<file path="src/rtl/jk_pkg.sv">
// Shared types and excitation rule for the JK excitation driver.
// Maps a desired next state onto per-bit J/K inputs.
package jk_pkg;

  localparam logic MODE_SR     = 1'b0;
  localparam logic MODE_TOGGLE = 1'b1;

  typedef enum logic [1:0] {
    IDLE   = 2'd0,
    EXCITE = 2'd1,
    CHECK  = 2'd2
  } state_t;

  // Returns {j,k} that moves q to t on the next edge.
  function automatic logic [1:0] jk_excite(
    input logic q,
    input logic t,
    input logic mode
  );
    if (mode == MODE_TOGGLE) begin
      return {q ^ t, q ^ t};
    end
    return {~q & t, q & ~t};
  endfunction

endpackage

</file>
<file path="src/rtl/jk_reg_bank.sv">
// W-wide bank of JK flip-flops.
// Synchronous active-high reset clears every bit.
module jk_reg_bank #(
  parameter int W = 4
) (
  input  logic         clk,
  input  logic         rst,
  input  logic [W-1:0] j,
  input  logic [W-1:0] k,
  output logic [W-1:0] q
);

  always_ff @(posedge clk) begin
    if (rst) begin
      q <= '0;
    end else begin
      q <= (j & ~q) | (~k & q);
    end
  end

endmodule

</file>
<file path="src/rtl/jk_excitation_driver.sv">
// Drives a JK bank to a requested word, then checks the result.
// One operation per three cycles: IDLE -> EXCITE -> CHECK.
module jk_excitation_driver
  import jk_pkg::*;
#(
  parameter  int W  = 4,
  localparam int CW = $clog2(W + 1)
) (
  input  logic          clk,
  input  logic          rst,
  input  logic          in_valid,
  output logic          in_ready,
  input  logic [W-1:0]  in_target,
  input  logic          in_mode,
  input  logic          inj_hold,
  output logic [W-1:0]  j_out,
  output logic [W-1:0]  k_out,
  output logic [W-1:0]  q,
  output logic          busy,
  output logic          done,
  output logic          mismatch,
  output logic [CW-1:0] flip_count
);

  state_t        state_q;
  state_t        state_d;
  logic [W-1:0]  tgt_r;
  logic          mode_r;
  logic [CW-1:0] cnt_r;
  logic [CW-1:0] pc;
  logic [W-1:0]  j_calc;
  logic [W-1:0]  k_calc;
  logic [W-1:0]  bank_j;
  logic [W-1:0]  bank_k;
  logic          excite;

  assign in_ready = (state_q == IDLE);
  assign busy     = (state_q != IDLE);
  assign done     = (state_q == CHECK);
  assign excite   = (state_q == EXCITE);

  always_comb begin
    j_calc = '0;
    k_calc = '0;
    for (int i = 0; i < W; i++) begin
      {j_calc[i], k_calc[i]} = jk_excite(q[i], tgt_r[i], mode_r);
    end
  end

  assign j_out  = excite ? j_calc : '0;
  assign k_out  = excite ? k_calc : '0;
  // Fault injection starves the bank but leaves the visible excitation intact.
  assign bank_j = inj_hold ? '0 : j_out;
  assign bank_k = inj_hold ? '0 : k_out;

  always_comb begin
    pc = '0;
    for (int i = 0; i < W; i++) begin
      pc = pc + CW'(j_out[i] | k_out[i]);
    end
  end

  always_comb begin
    state_d = state_q;
    case (state_q)
      IDLE:    if (in_valid) state_d = EXCITE;
      EXCITE:  state_d = CHECK;
      CHECK:   state_d = IDLE;
      default: state_d = IDLE;
    endcase
  end

  always_ff @(posedge clk) begin
    if (rst) begin
      state_q    <= IDLE;
      tgt_r      <= '0;
      mode_r     <= MODE_SR;
      cnt_r      <= '0;
      mismatch   <= 1'b0;
      flip_count <= '0;
    end else begin
      state_q <= state_d;
      if (in_ready && in_valid) begin
        tgt_r  <= in_target;
        mode_r <= in_mode;
      end
      if (excite) begin
        cnt_r <= pc;
      end
      if (done) begin
        mismatch   <= (q != tgt_r);
        flip_count <= cnt_r;
      end
    end
  end

  jk_reg_bank #(
    .W(W)
  ) u_bank (
    .clk(clk),
    .rst(rst),
    .j  (bank_j),
    .k  (bank_k),
    .q  (q)
  );

endmodule

</file>
<file path="config.mk">
export PLATFORM = sky130hd
export DESIGN_NAME = jk_excitation_driver
export DESIGN_NICKNAME = d
export VERILOG_FILES = /design/src/rtl/jk_pkg.sv /design/src/rtl/jk_reg_bank.sv /design/src/rtl/jk_excitation_driver.sv
export SDC_FILE = /design/constraint.sdc
export NUM_CORES = 1
export LEC_CHECK = 0
export BUFFER_PORTS_ARGS = -buffer_cell sky130_fd_sc_hd__clkbuf_2
export CORE_UTILIZATION = 40
export CTS_BUF_LIST = sky130_fd_sc_hd__clkbuf_4
export DETAILED_ROUTE_END_ITERATION = 8
export PLACE_DENSITY = 0.68
export RECOVER_POWER = 50
export SLEW_MARGIN = 30
export SYNTH_ARGS = -nofsm -noshare
export SYNTH_HDL_FRONTEND = slang
export SYNTH_SLANG_ARGS = --single-unit
</file>
<file path="constraint.sdc">
create_clock -name clk -period 3.2 [get_ports clk]
set_input_delay 0.32 -clock clk [delete_from_list [all_inputs] [get_ports clk]]
set_output_delay 0.32 -clock clk [all_outputs]
set_load 0.02 [all_outputs]
</file>
# Word-level counts from Yosys, hierarchy flattened
# Index checks and enable logic that the tools add are counted.
# op_classes
n_reduce_logical,3
bitwise,29
n_eq_ne,4
muxes,15
addsub,3
# op_table
operator,count
2-to-1 mux 2 bit,9
2-to-1 mux 4 bit,4
bitwise AND 1 bit,8
bitwise AND 4 bit,2
NOT 1 bit,8
NOT 4 bit,2
!= test 4 bit,1
bitwise OR 1 bit,4
bitwise OR 4 bit,1
one-hot mux 2 bit (2 select lines),1
XOR 1 bit,4
adder 2 x 1 -> 3 bit,1
adder 3 x 1 -> 3 bit,1
adder 1 x 1 -> 2 bit,1
"equality test 2 x 1 -> 1 bit, second input constant",1
"equality test 2 bit, second input constant",1
logical NOT 2 bit,1
"!= test 2 bit, second input constant",1
nonzero test 2 bit,1
logical AND 1 bit,1
2-to-1 mux 1 bit,1
# totals
wordCells,61
reg_bits,18
output_inout_bits,19

# Longest topological paths before layout
# Gate-level depths: netlist (run 1).
# logic_depth
word_depth,8
mapped_depth,10

# By module
# A second synthesis (run 1) with hierarchy kept.
# hier_totals
cells_unflattened,127
hier_area_um2,1057.3
# modules_own_cells
mod,n_inst,cells_each,area_each_um2
jk_excitation_driver,1,111,884.6
jk_reg_bank,1,16,172.7

# Worst setup path before layout (run 1)
# OpenSTA, ideal clock, no wires.
# synth_path
path_type,flip-flop to flip-flop
start,register u_bank.q[0]
end,register cnt_r[1]
required_ps,3072
setup_ps,128
t_arrival_ps,2387
stages_incl_launch_ff,11
n_path_buf,0
slack_ps,686
path_cell_list,dfxtp_1 inv_1 ha_1 nor2b_1 a21oi_1 a21oi_1 fa_1 ha_1 ha_1 mux2i_1 nor2_1
# synth_via
elab_chain_len,8
elab_cells_between_ends,12
classes_between,add/sub: 3; mux: 4; bitwise: 5
# synth_rtl
item,line,rtl
start: declaration,jk_reg_bank.sv:10,output logic [W-1:0] q
start signal: assignment,jk_reg_bank.sv:17,q <= (j & ~q) | (~k & q);
XOR 1 bit or NOT 1 bit (tied branches),"jk_pkg.sv:21, jk_pkg.sv:23",
2-to-1 mux 2 bit or bitwise AND 1 bit (tied branches),"jk_pkg.sv:20, jk_pkg.sv:23",
2-to-1 mux 2 bit *,jk_pkg.sv:23,"return {~q & t, q & ~t};"
"2-to-1 mux 4 bit, on equally long branches","jk_excitation_driver.sv:50, jk_excitation_driver.sv:51",
bitwise OR 1 bit *,jk_excitation_driver.sv:59,pc = pc + CW'(j_out[i] | k_out[i]);
adder 1 x 1 -> 2 bit *,jk_excitation_driver.sv:59,
adder 2 x 1 -> 3 bit *,jk_excitation_driver.sv:59,
adder 3 x 1 -> 3 bit *,jk_excitation_driver.sv:59,
via pc[1],jk_excitation_driver.sv:30,logic [CW-1:0] pc;
end signal: assignment,jk_excitation_driver.sv:88,cnt_r <= pc;
end: declaration,jk_excitation_driver.sv:29,logic [CW-1:0] cnt_r;
# Mark *: on every way through the listed nets, which the timed path passes. The rest lies on a longest branch. The select of a mux whose other input is x is not followed.
# A chain may end at the register's enable or synchronous reset.

# Final worst setup path (run 1)
# Ends and elaborated chain as after synthesis.

==> reports/qor.yml, run 1 <==
synth:
  synth_area_per_cell_um2: 8.92
  synth_nets: 141
  syn-cell-area_um2: 1080
  synth_top_area_share_pct: 33.4
  yosys_warnings: 0
  synth_most_common_cell: "nor2_1"
  yosysTopAreaCell: "dfxtp_1"
  synth_edf_count: 0
  ys.flop_type: "dfxtp_1"
  synthCells: 121
  ys_types: 25
  ys_seq_area_share_pct: 33.4
  ys_seq_elements: 18
  synthTopCellsByCount: "nor2_1 (25), dfxtp_1 (18), mux2i_1 (12)"
  ys_top_cells_by_area: "dfxtp_1 (33%), ha_1 (12%), mux2i_1 (11%)"
  ys_async_sr_fraction_pct: 0
worst_setup_path:
  r2r_slack_ns: 0.56
  critPathMostFrequentCell: "ha_1"
  cp.arrival_ns: 2.81
  r2r-start: "u_bank.q[0]"
  critPathMaxStageDelay_ns: 0.50
  worstPathCellList: "inv_1 -> ha_1 -> nor2b_1 -> a21oi_1 -> a21oi_1 -> fa_1 -> ha_1 -> ha_1 -> mux2i_1 -> nor2_1"
  r2r-end: "cnt_r[1]"
  crit_slowest_cell: "fa_1"
  path_max_fanout: 5
  cp_data_required_time_ns: 3.37
  r2r_cells: 10
  critPathLaunchType: "flip-flop"
  path_class: "reg -> reg"
  cp-end-kind: "flip-flop"
clock_network:
  cts_buffer_depth: 2
  cts_tree: "yes"
  cts_resized: 0
  clock_latency_ns: 0.29
  clock-sinks: 18
  post_cts_buffers: 0
  ctsHoldBuffers: 0
  cts_made_buffers: 3
  cts_htree_levels: 1
  path_clk_slew_ns: 0.10
  ctsRootBufferMaster: "clkbuf_4"
pwr:
  leakage_nw: 0.534
  power_uw: 423
  ir_worst_vdd_uv: 165
  powerDensity_nw_per_um2: 345
sta:
  tightestPinTransition_ns: 1.28
  rsz0062_at_grt: "no"
  slew_headroom_pct: 14.3
  fin_skew_ns: 0.00894
  setup-tns-final_ns: 0
  fin_crit_ns: 2.64
  layout_setup_ws_ns: 0.559
  hold_violations: 0
  drv_slew: 0
  setup_viol: 0
  max_clock_freq_mhz: 379
  finalCritPeriodShare_pct: 82.5
grt:
  grt-ovfl-total: 0
  antenna_found_initial: 0
  grt_pass1_vias: 834
  grt_pass1_wl_mm: 3.70
  grt_max_degree: 16
  grt_use_total_pct: 18.1
hold_path:
  hold_path_depth: 3
  hold_path.class: "in -> reg"
  hold_start: "in_mode"
  hold-path-endpoint: "mode_r"
place:
  dp_hpwl_mm: 1.79
  place_ws_ns: 0.607
  place_inst: 173
  portBuffers: 27
  place_congestion: 0.864
drt:
  postRouteAntennaNets: 0
  drtIter0Drc: 13
  num_vias: 890
  drc: 0
  first_pass_iters: 4
  viasPerCell: 5.06
  post_drt_wl_per_cell_um: 13.3
  drt-total-wl_mm: 2.33
floorplanning:
  fp.dieW_um: 54.0
  initial_utilization_pct: 42.8
  io_pins: 28
  dieArea_um2: 2910
  die_h_um: 54.0
  core_region_area_um2: 2520
  rows: 18
finish:
  layout-drive-gt1-share_pct: 17.8
  diodes: 0
  final_nets: 168
  finalNonFillerCells: 176
  nFillCells: 275
  syn2layout_area_growth_pct: 13.6
  register_area_um2: 360
  multi_input_area_um2: 638
outcome:
  outcome: "complete, no violations"
flow_run:
  drv_cap: 0
==> placed cells by master, fill, tap and decap left out, drive strengths merged, types with 5 or more instances in the layout <==
cell,n
nor2b,5
nand2,6
a21oi,9
dfxtp,18
mux2i,12
clkbuf,31
ha,10
nor2,25
inv,11
==> where the power goes <==
part	internal, mW	leakage [nW]	switching (mW)	total [mW]
clock	0.0437	0.0138	0.0675	0.111
combinational	0.0278	0.374	0.0458	0.0735
sequential	0.231	0.146	0.00751	0.239
total	0.302	0.534	0.121	0.423
==> how the worst max path moves through the flow <==
stage	from	endpoint	slack [ns]	depth (start not counted)
after floorplan	u_bank.q[0]	cnt_r[1]	0.69	10
after global placement	u_bank.q[3]	cnt_r[1]	0.69	10
after detailed placement	u_bank.q[0]	cnt_r[1]	0.61	10
after CTS	u_bank.q[0]	cnt_r[1]	0.57	10
after global routing	u_bank.q[0]	cnt_r[1]	0.37	10
final	u_bank.q[0]	cnt_r[1]	0.56	10
==> worst max-delay path: cells and delay by family (launching register included) <==
family | cells | cell delay [ns]
compound gates | 2 | 0.41
fa+ha+maj | 4 | 1.30
buf+inv | 1 | 0.08
flops | 1 | 0.49
mux | 1 | 0.13
simple gates | 2 | 0.11
==> area by class of cell <==
class	count	area share [%]
Tap cell	30	3.06
Clock buffer	3	1.84
Timing Repair Buffer	28	10.3
Sequential cell	18	29.4
Inverter	11	3.37
Multi-Input combinational cell	86	52.0
==> metrics by stage <==
| stage | area (µm²) | hold WS [ns] | util, % |
|---|---|---|---|
| floorplan | 1080 | 0.392 | - |
| global placement | 1230 | 0.475 | 48.6 |
| detailed placement | 1230 | 0.488 | 48.6 |
| CTS | 1250 | 0.245 | 49.5 |
| global route | 1230 | 0.274 | 48.6 |
| finish | 1230 | 0.257 | 48.6 |
==> logic make-up (layout without fill, tap and decap cells) <==
kind of cell	Yosys count	count (layout)	synth area share [%]
AOI/OAI and AO/OA	17	17	14.5
muxes	12	12	11.1
adders and majority gates	11	11	13.4
and+or+nand+nor	46	46	20.6
DFF	18	18	33.4
buffers and inverters	17	42	6.95
==> per-layer routing <==
layer / vias up / GRT usage [%] / part of all wire (%)
met5: - / 0 / 0
li1: 450 / - / -
met1: 420 / 22.2 / 46
met3: 2 / 2.82 / 4.2
met4: 0 / 8.77 / 0.56
met2: 18 / 30.5 / 49
==> state kept, by name (all words and copies together) (netlist names) <==
signal / count
cnt_r: 3
mismatch: 1
state_q: 2
mode_r: 1
tgt_r: 4
u_bank.q: 4
flip_count: 3
No activity file was read; power rests on OpenSTA's default activity.
==> run 2: changes to the inputs <==
--- a/config.mk
+++ b/config.mk
@@ -5,11 +5,12 @@
 export SDC_FILE = /design/constraint.sdc
 export NUM_CORES = 1
 export LEC_CHECK = 0
+export ABC_AREA = 1
 export BUFFER_PORTS_ARGS = -buffer_cell sky130_fd_sc_hd__clkbuf_2
 export CORE_UTILIZATION = 40
 export CTS_BUF_LIST = sky130_fd_sc_hd__clkbuf_4
 export DETAILED_ROUTE_END_ITERATION = 8
-export PLACE_DENSITY = 0.68
+export PLACE_DENSITY = 0.69
 export RECOVER_POWER = 50
 export SLEW_MARGIN = 30
 export SYNTH_ARGS = -nofsm -noshare
==> constraint.sdc (replaced) <==
create_clock -name clk -period 2.52 [get_ports clk]
set_input_delay 0.252 -clock clk [delete_from_list [all_inputs] [get_ports clk]]
set_output_delay 0.252 -clock clk [all_outputs]
set_load 0.02 [all_outputs]
==> run 2 against run 1 <==
Via count grew 12%. Sequential share of layout area grew 0.47 points. Clock skew is 0.0063 ns lower. Register-to-register slack worse by 0.42 ns. Global-route usage shrank 1.2 points. Critical path type unchanged.
==> reports/qor.yml, run 2 <==
floorplanning:
  fp.dieW_um: 53.0
  io_pins: 28
  die_h_um: 53.0
  initial_utilization_pct: 42.3
  core_region_area_um2: 2450
  dieArea_um2: 2800
  rows: 18
sta:
  fin_skew_ns: 0.00261
  drv_slew: 0
  setup-tns-final_ns: 0
  max_clock_freq_mhz: 421
  rsz0062_at_grt: "no"
  fin_crit_ns: 2.38
  finalCritPeriodShare_pct: 94.3
  hold_violations: 0
  setup_viol: 0
  slew_headroom_pct: 70.0
  tightestPinTransition_ns: 0.449
synth:
  ys_async_sr_fraction_pct: 0
  synth_edf_count: 0
  synth_nets: 171
  ys_seq_area_share_pct: 34.7
  synth_most_common_cell: "nor2_1"
  synthCells: 151
  ys_seq_elements: 18
  synth_top_area_share_pct: 34.7
  synthTopCellsByCount: "nor2_1 (29), inv_1 (26), nand2_1 (25)"
  ys.flop_type: "dfxtp_1"
  yosysTopAreaCell: "dfxtp_1"
  ys_top_cells_by_area: "dfxtp_1 (35%), ha_1 (12%), nor2_1 (10%)"
  syn-cell-area_um2: 1040
  ys_types: 20
  yosys_warnings: 0
  synth_area_per_cell_um2: 6.88
clock_network:
  cts_htree_levels: 1
  clock-sinks: 18
  post_cts_buffers: 0
  path_clk_slew_ns: 0.10
  cts_tree: "yes"
  ctsRootBufferMaster: "clkbuf_4"
  clock_latency_ns: 0.29
  cts_made_buffers: 3
  cts_buffer_depth: 2
drt:
  wl_met1_mm: 1.05
  wl_met2_mm: 1.05
  postRouteAntennaNets: 0
  wl_met3_um: 95
  top_layer_used: "met4"
  first_pass_iters: 6
  viasPerCell: 4.83
  drtIter0Drc: 20
  post_drt_wl_per_cell_um: 10.8
  drc: 0
  num_vias: 999
  drt-total-wl_mm: 2.23
finish:
  final_cell_area_um2: 1210
  layout_common_cells: "nor2_1 (30), inv_1 (26), nand2_1 (25)"
  final_nets: 199
  layout-drive-gt1-share_pct: 15.8
  diodes: 0
  syn2layout_area_growth_pct: 16.6
  biggestRegsByFlops: "tgt_r (4), u_bank.q (4)"
  final_common_cell: "nor2_1"
worst_setup_path:
  cp.arrival_ns: 2.57
  r2r-start: "u_bank.q[1]"
  r2r-end: "cnt_r[1]"
  critPathLaunchType: "flip-flop"
  r2r_slack_ns: 0.14
  cp.depth: 10
  cp-end-kind: "flip-flop"
  crit_path_end: "cnt_r[1]"
  critPathMostFrequentCell: "ha_1"
  startpoint: "u_bank.q[1]"
  worstPathCellList: "inv_1 -> ha_1 -> nand2_1 -> nand2_1 -> a31oi_2 -> fa_1 -> ha_1 -> ha_1 -> nor2_1 -> nor2_1"
  cp_data_required_time_ns: 2.71
  path_class: "reg -> reg"
  crit_slowest_cell: "fa_1"
  cpLargestDelayFamily: "adder cells"
  path_max_fanout: 4
  r2r_cells: 10
  path_buf_inv: 1
  critPathMaxStageDelay_ns: 0.46
place:
  portBuffers: 27
  place_congestion: 0.838
  placed_area_um2: 1190
  dp_hpwl_mm: 1.71
pwr:
  leakage_nw: 0.650
  ir_worst_vdd_uv: 288
  powerDensity_nw_per_um2: 478
grt:
  antenna_found_initial: 0
  grt_pass1_wl_mm: 3.39
  grt-ovfl-total: 0
  grt_pass1_vias: 809
  grt_use_total_pct: 16.9
  grt_max_degree: 17
hold_path:
  hold_path.class: "in -> reg"
outcome:
  outcome: "complete, no violations"
flow_run:
  drv_cap: 0
-- run 2: cell types whose count changed in the layout (fill, tap and decap cells not counted), sizes merged, moves of 3 or more --
cell	previous run	this run
nand2	6	25
o21ai	0	12
and2	3	0
a31oi	0	3
o32ai	3	0
nand3	0	5
nor2	25	31
inv	11	27
mux2i	12	0
nor2b	5	0
-- run 2: timing repair --
| action | in CTS | in global routing |
|---|---|---|
| hold buffers | 0 | 0 |
| setup endpoints to repair | 0 | 1 |
| resized for setup | 0 | 3 |
-- run 2: final cells by class --
class / count / area (µm²)
Timing Repair Buffer: 28 / 133
Sequential cell: 18 / 362
Multi-Input combinational cell: 101 / 556
Fill cell: 256 / 1240
Clock buffer: 3 / 22.5
Tap cell: 30 / 37.5
Inverter: 27 / 101
-- run 2: where the power goes --
part | internal [mW] | total, mW | switching, mW
Combinational | 0.0410 | 0.127 | 0.0862
Sequential | 0.301 | 0.312 | 0.0112
Clock | 0.0555 | 0.140 | 0.0840
Total | 0.398 | 0.579 | 0.181
-- run 2: how the worst min path moves through the flow --
stage               cells after the start          to  start  slack (ns)
global placement                        2  state_q[1]    rst        0.45
CTS                                     2  state_q[0]    rst        0.14
floorplan                               1  state_q[0]    rst        0.32
global route                            2  state_q[0]    rst        0.15
detailed placement                      2  state_q[0]    rst        0.45
finish                                  2  state_q[0]    rst        0.15
-- run 2: metal layers --
metal  global-route usage, %  vias to the layer above
li1                        -                      521
met1                    21.6                      449
met2                    27.6                       25
met3                    3.45                        4
met4                    6.58                        0
met5                       0                        -
-- run 2: cell families (layout without fill, tap and decap cells) --
kind of cell	Yosys count	in the layout	synth area share, %
simple gates	66	66	26.6
buf+inv	32	58	12.8
compound gates	24	24	11.9
flops	18	18	34.7
fa+ha+maj	11	11	14.0
-- run 2: metrics by stage --
stage          setup WS, ns  hold slack, ns  cells  power (mW)  util (%)
3_3_place_gp          0.178           0.446    204       0.441      48.4
3_5_place_dp          0.145           0.452    204       0.445      48.4
2_1_floorplan         0.171           0.324    151       0.411         -
6_report              0.143           0.151    207       0.579      49.3
5_1_grt              0.0132           0.147    207       0.617      49.3
4_1_cts               0.132           0.137    207       0.584      49.3
==> run 3: changes to the inputs <==
==> constraint.sdc (replaced) <==
create_clock -name clk -period 2.52 [get_ports clk]
set_input_delay 0.756 -clock clk [delete_from_list [all_inputs] [get_ports clk]]
set_output_delay 0.756 -clock clk [all_outputs]
set_load 0.02 [all_outputs]
==> run 3 against run 2 <==
Final cell count unchanged. Critical path depth is the same. Sequential share of layout area is 0.18 points lower. Sequential power barely moved. Routed wire length grew 0.13%.
==> reports/qor.yml, run 3 (synthesis gave the netlist of run 2 again) <==
outcome:
  outcome: "complete, no violations"
finish:
  multi_input_area_um2: 558
  final_common_cell: "nor2_1"
  diodes: 0
  final_nets: 199
  finalNonFillerCells: 207
  syn2layout_area_growth_pct: 17.3
  nFillCells: 252
  layout-drive-gt1-share_pct: 18.6
  final_util_pct: 49.6
  layout_common_cells: "nor2_1 (29), inv_1 (26), nand2_1 (25)"
  biggestRegsByFlops: "tgt_r (4), u_bank.q (4)"
  register_area_um2: 362
place:
  portBuffers: 27
  place_congestion: 0.838
  place_ws_ns: 0.145
  place_inst: 204
  dp_hpwl_mm: 1.71
drt:
  post_drt_wl_per_cell_um: 10.8
  drc: 0
  num_vias: 999
  viasPerCell: 4.83
  drtIter0Drc: 20
  postRouteAntennaNets: 0
  drt-total-wl_mm: 2.23
  first_pass_iters: 5
grt:
  grt_pass1_vias: 809
  grt_max_degree: 17
  grt_use_total_pct: 16.9
  antenna_found_initial: 0
  grt-ovfl-total: 0
  grt_pass1_wl_mm: 3.39
worst_setup_path:
  critPathLaunchType: "flip-flop"
  cp_data_required_time_ns: 2.71
  cp.arrival_ns: 2.56
  cp-end-kind: "flip-flop"
  worstPathCellList: "inv_1 -> ha_1 -> nand2_1 -> nand2_1 -> a31oi_2 -> fa_1 -> ha_1 -> ha_1 -> nor2_1 -> nor2_1"
  path_class: "reg -> reg"
  path_buf_inv: 1
  critPathMaxStageDelay_ns: 0.46
  cpLargestDelayFamily: "adder cells"
  critPathMostFrequentCell: "ha_1"
  crit_slowest_cell: "fa_1"
  path_max_fanout: 4
clock_network:
  clock_latency_ns: 0.29
  cts_tree: "yes"
  cts_made_buffers: 3
  path_clk_slew_ns: 0.10
  ctsRootBufferMaster: "clkbuf_4"
  cts_htree_levels: 1
  clock-sinks: 18
  post_cts_buffers: 0
  cts_buffer_depth: 2
floorplanning:
  dieArea_um2: 2800
  io_pins: 28
  die_h_um: 53.0
  fp.dieW_um: 53.0
  initial_utilization_pct: 42.3
  core_region_area_um2: 2450
  rows: 18
hold_path:
  hold_path.class: "reg -> reg"
sta:
  setup_viol: 0
  fin_crit_ns: 2.37
  fin_skew_ns: 0.00283
  max_clock_freq_mhz: 421
  slew_headroom_pct: 70.0
  drv_slew: 0
  hold_violations: 0
  tightestPinTransition_ns: 0.449
  setup-tns-final_ns: 0
  finalCritPeriodShare_pct: 94.2
  rsz0062_at_grt: "no"
  layout_setup_ws_ns: 0.146
  hold_slack_ns: 0.487
pwr:
  ir_worst_vdd_uv: 289
  leakage_nw: 0.664
  powerDensity_nw_per_um2: 476
flow_run:
  drv_cap: 0
==> run 3: cell counts in the layout (fill, tap and decap cells not counted) <==
Identical to the previous run, type by type.
==> run 3: report_power, final <==
group          internal (mW)  switching [mW]
registers              0.301          0.0114
clock network         0.0555          0.0840
logic                 0.0416          0.0863
total                  0.398           0.182
==> run 3: stage by stage <==
step | area (µm²) | power, mW
global route | 1220 | 0.617
CTS | 1210 | 0.584
detailed placement | 1190 | 0.445
finish | 1220 | 0.580
global placement | 1190 | 0.441
floorplan | 1040 | 0.411
==> run 3: cell type report <==
type	count	share of cell area (%)
Sequential cell	18	29.7
Tap cell	30	3.08
Multi-Input combinational cell	101	45.8
Clock buffer	3	1.85
Inverter	27	8.32
Timing Repair Buffer	28	11.3
==> run 3: path summary, 6_finish.rpt <==
| path | start | to | slack [ns] | depth (start not counted) |
|---|---|---|---|---|
| worst min register to register | tgt_r[0] | tgt_r[0] | 0.49 | 2 |
| worst min-delay path | tgt_r[0] | tgt_r[0] | 0.49 | 2 |
| worst max register to register | u_bank.q[1] | cnt_r[1] | 0.15 | 10 |
| worst max-delay path | u_bank.q[1] | cnt_r[1] | 0.15 | 10 |
==> run 3: layer usage <==
metal | part of all wire (%) | track usage (%)
met1 | 47 | 21.6
met2 | 47 | 27.6
met3 | 4.3 | 3.45
met4 | 1.2 | 6.58
met5 | 0 | 0
==> run 3: worst min-delay path: stages (launching register included) <==
cell	delay, ns
dfxtp_1	0.33
inv_1	0.07
a21oi_1	0.05
==> run 3: timing repair <==
item / in CTS / in global routing
setup endpoints to repair: 0 / 1
endpoints found under the hold margin: 0 / 0
resized for setup: 0 / 3
hold buffers: 0 / 0
